==> src/rtl/led_chaser_n_if.sv <==
// Signal bundle between the LED chaser and whatever drives its switches/enable.
// The master supplies sw/en and observes the pattern, accepted mode and step pulse.
interface led_chaser_n_if #(
    parameter int N_LED = 8
);
    logic [1:0]       sw;
    logic             en;
    logic [N_LED-1:0] led;
    logic [1:0]       mode;
    logic             step;

    modport master (
        output sw,
        output en,
        input  led,
        input  mode,
        input  step
    );

    modport slave (
        input  sw,
        input  en,
        output led,
        output mode,
        output step
    );
endinterface

==> src/rtl/led_chaser_n.sv <==
// LED chaser with synchronized, debounced mode switches, a step prescaler and four
// patterns (fill-left, fill-right, bounce, blink); a mode change restarts the pattern.
module led_chaser_n #(
    parameter int N_LED = 8,
    parameter int DIV   = 4,
    parameter int DEB   = 3
) (
    input  logic           clk,
    input  logic           rst_n,
    led_chaser_n_if.slave  bus
);

    localparam int              PW      = (DIV > 1) ? $clog2(DIV) : 1;
    localparam logic [PW-1:0]   PRE_MAX = PW'(DIV - 1);
    localparam logic [7:0]      DEB_CNT = 8'(DEB);

    typedef enum logic [1:0] {
        FILL_L = 2'd0,
        FILL_R = 2'd1,
        BOUNCE = 2'd2,
        BLINK  = 2'd3
    } mode_e;

    logic [1:0]       sync1_q, sync1_d;
    logic [1:0]       sync2_q, sync2_d;
    logic [1:0]       sw_last_q, sw_last_d;
    logic [7:0]       deb_cnt_q, deb_cnt_d;
    mode_e            mode_q, mode_d;
    logic [PW-1:0]    pre_q, pre_d;
    logic [N_LED-1:0] led_q, led_d;
    logic             phase_q, phase_d;
    logic             step_q, step_d;

    logic             mode_load;
    logic [7:0]       run_len;
    logic             pre_wrap;
    logic [N_LED-1:0] shifted;

    function automatic logic [N_LED-1:0] start_state(input mode_e m);
        logic [N_LED-1:0] s;
        case (m)
            BOUNCE:  s = N_LED'(1);
            BLINK:   s = '1;
            default: s = '0;
        endcase
        return s;
    endfunction

    always_ff @(posedge clk or negedge rst_n) begin
        if (!rst_n) begin
            sync1_q   <= '0;
            sync2_q   <= '0;
            sw_last_q <= '0;
            deb_cnt_q <= '0;
            mode_q    <= FILL_L;
            pre_q     <= '0;
            led_q     <= '0;
            phase_q   <= 1'b1;
            step_q    <= 1'b0;
        end else begin
            sync1_q   <= sync1_d;
            sync2_q   <= sync2_d;
            sw_last_q <= sw_last_d;
            deb_cnt_q <= deb_cnt_d;
            mode_q    <= mode_d;
            pre_q     <= pre_d;
            led_q     <= led_d;
            phase_q   <= phase_d;
            step_q    <= step_d;
        end
    end

    // run_len counts the current cycle, so DEB stable cycles after the synchronizer
    // load the mode on the DEB-th edge, giving 2+DEB cycles from a clean switch change.
    always_comb begin
        sync1_d   = bus.sw;
        sync2_d   = sync1_q;
        sw_last_d = sync2_q;
        mode_d    = mode_q;
        deb_cnt_d = deb_cnt_q;
        mode_load = 1'b0;
        run_len   = (sync2_q != sw_last_q) ? 8'd1 : deb_cnt_q + 8'd1;
        if (sync2_q == mode_q) begin
            deb_cnt_d = '0;
        end else if (run_len == DEB_CNT) begin
            mode_load = 1'b1;
            mode_d    = mode_e'(sync2_q);
            deb_cnt_d = '0;
        end else begin
            deb_cnt_d = run_len;
        end
    end

    always_comb begin
        pre_wrap = bus.en && (pre_q == PRE_MAX);
        pre_d    = pre_q;
        led_d    = led_q;
        phase_d  = phase_q;
        step_d   = 1'b0;
        shifted  = '0;
        if (mode_load) begin
            led_d   = start_state(mode_d);
            phase_d = 1'b1;
            pre_d   = '0;
        end else if (bus.en) begin
            pre_d = pre_wrap ? '0 : pre_q + PW'(1);
            if (pre_wrap) begin
                step_d = 1'b1;
                // phase_q means "inserting ones" for the fills and "moving up" for bounce.
                case (mode_q)
                    FILL_L: begin
                        shifted = {led_q[N_LED-2:0], phase_q};
                        led_d   = shifted;
                        if (phase_q && (&shifted))
                            phase_d = 1'b0;
                        else if (!phase_q && (shifted == '0))
                            phase_d = 1'b1;
                    end
                    FILL_R: begin
                        shifted = {phase_q, led_q[N_LED-1:1]};
                        led_d   = shifted;
                        if (phase_q && (&shifted))
                            phase_d = 1'b0;
                        else if (!phase_q && (shifted == '0))
                            phase_d = 1'b1;
                    end
                    BOUNCE: begin
                        if (phase_q) begin
                            shifted = led_q << 1;
                            phase_d = !shifted[N_LED-1];
                        end else begin
                            shifted = led_q >> 1;
                            phase_d = shifted[0];
                        end
                        led_d = shifted;
                    end
                    BLINK: begin
                        led_d = ~led_q;
                    end
                    default: begin
                        led_d = led_q;
                    end
                endcase
            end
        end
    end

    assign bus.led  = led_q;
    assign bus.mode = mode_q;
    assign bus.step = step_q;

endmodule

==> src/flat_wrapper.sv <==
// flat-port wrapper written by rule: the top's interface ports become plain ports
module led_chaser_n_flat 
#(
    parameter int N_LED = 8,
    parameter int DIV   = 4,
    parameter int DEB   = 3
)
  (clk, rst_n, bus_sw, bus_en, bus_led, bus_mode, bus_step);
  led_chaser_n_if #(.N_LED(N_LED)) bus_i ();
  input  logic clk;
  input  logic rst_n;
  input wire logic [$bits(bus_i.sw)-1:0] bus_sw;
  input wire logic [$bits(bus_i.en)-1:0] bus_en;
  output wire logic [$bits(bus_i.led)-1:0] bus_led;
  output wire logic [$bits(bus_i.mode)-1:0] bus_mode;
  output wire logic [$bits(bus_i.step)-1:0] bus_step;
  assign bus_i.sw = bus_sw;
  assign bus_i.en = bus_en;
  assign bus_led = bus_i.led;
  assign bus_mode = bus_i.mode;
  assign bus_step = bus_i.step;
  led_chaser_n #(.N_LED(N_LED), .DIV(DIV), .DEB(DEB)) u_core (.clk(clk), .rst_n(rst_n), .bus(bus_i));
endmodule
==> config.mk <==
export PLATFORM = sky130hd
export DESIGN_NAME = led_chaser_n_flat
export DESIGN_NICKNAME = d
export VERILOG_FILES = /design/src/rtl/led_chaser_n_if.sv /design/src/rtl/led_chaser_n.sv /design/src/flat_wrapper.sv
export SDC_FILE = /design/constraint.sdc
export NUM_CORES = 1
export LEC_CHECK = 0
export ABC_AREA = 1
export CAP_MARGIN = 20
export CORE_ASPECT_RATIO = 1.5
export CORE_UTILIZATION = 32
export DETAILED_ROUTE_END_ITERATION = 7
export DONT_BUFFER_PORTS = 1
export GPL_TIMING_DRIVEN = 0
export PLACE_DENSITY = 0.5
export REMOVE_ABC_BUFFERS = 1
export SLEW_MARGIN = 0
export SYNTH_ARGS = -nofsm -noshare
export SYNTH_HDL_FRONTEND = slang
export SYNTH_SLANG_ARGS = --single-unit
==> constraint.sdc <==
create_clock -name clk -period 2.48 [get_ports clk]
set_input_delay 0.496 -clock clk [delete_from_list [all_inputs] [get_ports clk]]
set_output_delay 0.496 -clock clk [all_outputs]
set_load 0.02 [all_outputs]
==> results.cfg <==
[status]
result_of_the_run = finished, final reports clean

[synth]
synth_xor_xnor_area_share_pct = 1.502
adder_and_majority_gate_portion_of_the_synthesized_area_pct = 4.292
main_combinational_cell_family_by_area_after_synthesis = simple AND/OR/NAND/NOR gates
post_synth_instance_area_um2 = 1749
synthesis.instances = 228
synth_mux_area_share_pct = 0
yosysUniqueCellTypes = 32
post_synth.cell_area_avg_um2 = 7.672
postSynthRegisterBits = 28
yosys.area_share.simple_pct = 29.69
complex_gate_fraction_of_the_synthesized_area_pct = 15.16
sequential_area_share_after_synthesis_pct = 40.13
synthesis.yosys.warnings = 0

[detailed_routing]
detail-route-antenna-nets = 0
drt_drc_violations_left = 0
route.final.wire_length_um = 4016
post_drt_via_cell_ratio = 4.919
dr.first_iter.drc_count = 57
detailroute.via_count = 1461
routed_wire_length_per_instance_um = 13.52
detail_route.first_pass.iterations = 4

[cells_and_area]
inserted_diodes = 0
drive_above_1_share_pct = 10.92
num-fill-cells = 563
finish.cell_count_without_fillers = 297
nNetsFinal = 241
area_growth_syn_to_layout_pct = 8.584

[place]
gp_congestion = 0.8576
detailed_place_hpwl_um = 2968
dp_slack_ns = 0.2707
numPortBuffers = 0
post-place-cells = 292

[clocking]
worst_setup_hold_path_clk_slew_ns = 0.10
clkLatencyLatePin_ns = 0.28
cts-buffers-inserted = 3
tritoncts = done
ctsResizeCount = 0
ctsRootBufferMaster = clkbuf_8
htreeDepth = 1
clock_path_buffers = 2
numClockSinks = 28

[pwr]
leakagePower_uw = 0.0009079
total_power_uw = 2187
vdd_drop_max_mv = 0.5497
power.density_nw_per_um2 = 1152

[grt]
grt_max_degree = 28
first_global_vias = 1436
global_route.usage.total_pct = 15.21
wire_length_of_the_first_global_routing_pass_um = 6851
grt_antenna_before_repair = 0
grt.overflow.total = 0

[sta]
setup_tns_ns = 0
final.min_clock_period_ns = 2.267
achievable-frequency_ghz = 0.4411
final_hold_viol_count = 0
worst_pin_slew_ns = 0.7325
skew_ns = 0.001978
final_hold_slack_ns = 0.02015
finalMaxSlewViolations = 0
grt_setup_unrepaired = false
max-slew-margin-rel_pct = 50.65
setup_ws_ns = 0.2130
setup_violators_final = 0
fin_crit_sh_pct = 91.41

[worst_hold_path]
worst_hold_path_type = primary input to asynchronous set/reset pin

[floorplan]
num_io_pins = 16
core_region_area_um2 = 5205
die-area_um2 = 5772
fp-row-count = 32
die_w_um = 62.37
start_util_pct = 33.61
die_h_um = 92.55

[flow_run]
max_cap_viol = 0

[setup_path]
worst_setup_path_startpoint = u_core.bus.mode[0]$_DFF_PN0_
r2r_start = u_core.bus.mode[0]$_DFF_PN0_
crit_path_max_fo = 6
data_required_time_of_the_worst_path_ns = 2.69
worst-endpoint-arrival_ns = 2.48
worst_setup_path_start_kind = register
end_kind = register
timing_worst_setup_path_type = register to register
Yosys cell counts:
cell type	number	area, µm²
nand2_1	44	165.2
inv_1	33	123.9
dfrtp_1	27	675.7
nor2_1	25	93.84
nand3_1	19	95.09
o21ai_0	13	65.06
a21oi_1	8	40.04
ha_1	6	75.07
o22ai_1	6	37.54
nand4_1	5	31.28
o21ai_2	5	43.79
a22oi_1	4	30.03
nand2_2	4	25.02
nor3_1	4	20.02
xnor2_1	3	26.28
a31oi_1	2	12.51
clkbuf_1	2	7.510
inv_2	2	7.510
nand4_2	2	25.02
nor2_4	2	22.52
and3_1	1	6.260
buf_4	1	7.510
buf_6	1	11.26
clkinv_1	1	3.750
dfstp_2	1	26.28
nand2_4	1	11.26
nand3_4	1	17.52
nor2_2	1	6.260
o211ai_1	1	7.510
o211ai_2	1	12.51
o21bai_1	1	7.510
o221ai_1	1	8.760
cell families after synthesis:
logic type	Yosys count
compound gates	42
xor+xnor	3
fa+ha+maj	6
buf+inv	40
flops	28
simple gates	109
critical path, cell delays in order (launching register included):
cell	delay, ns
dfrtp_1	0.52
inv_1	0.16
ha_1	0.18
inv_1	0.09
o21ai_0	0.60
inv_1	0.13
nor2_1	0.11
o21ai_0	0.07
o21ai_0	0.12
o21ai_2	0.07
a21oi_1	0.15
state kept, by name (all words and copies together), names as in the netlist:
register	cells
u_core.sw_last_d	2
u_core.deb_cnt_q	8
u_core.bus.led	8
u_core.phase_q	1
u_core.bus.mode	2
u_core.sync1_q	2
u_core.sw_last_q	2
u_core.pre_q	2
u_core.bus.step	1
routing by layer:
layer  part of all wire [%]  global-route usage [%]  wire, µm
met5                      0                       0         0
met2                     54                   28.48      2184
met4                    2.8                   7.752       111
met1                     40                   16.67      1589
met3                    3.3                   1.724       131
power breakdown:
group	internal (µW)	switching, µW
combinational	341	584
clock	216	150
sequential	591	305
final timing paths:
kind / slack, ns / end / cells past startpoint
max in group asynchronous: 2.31 / u_core.bus.led[4]$_DFFE_PN0P_ / 1
min in group clk: 0.23 / u_core.sync1_q[0]$_DFF_PN0_ / 0
worst min-delay path: 0.02 / u_core.deb_cnt_q[0]$_DFF_PN0_ / 1
worst max register to register: 0.21 / u_core.bus.led[4]$_DFFE_PN0P_ / 10
worst max-delay path: 0.21 / u_core.bus.led[4]$_DFFE_PN0P_ / 10
worst min register to register: 0.36 / u_core.sw_last_d[0]$_DFF_PN0_ / 0
per-stage QoR:
stage               cell area [µm²]  utilization (%)
finish                         1899            36.49
global route                   1899            36.49
CTS                            1899            36.49
detailed placement             1808            34.74
global placement               1808            34.74
floorplan                      1723                -
cell usage in the layout, fill, tap and decap left out, types with 6 or more instances in the layout:
master,netlist,routed
nand3_1,19,19
inv_1,33,33
nand2_1,44,44
o22ai_1,6,6
o21ai_0,13,13
nor2_1,25,25
ha_1,6,6
a21oi_1,8,8
dfrtp_1,27,27
layout make-up:
cell class | instances | area, µm² | area share, %
clock buffer | 3 | 41.29 | 2.174
multi-input combinational | 160 | 885.9 | 46.64
clock inverter | 1 | 30.03 | 1.581
sequential | 28 | 701.9 | 36.96
tap | 68 | 85.08 | 4.480
inverter | 36 | 135.1 | 7.115
timing repair buffer | 1 | 20.02 | 1.054
timing repair:
| action | CTS | global route |
|---|---|---|
| setup buffers | 0 | 0 |
| hold buffers | 1 | 0 |
| endpoints found under the hold margin | 27 | 0 |
Note: power is estimated with default switching activity, not from simulation.
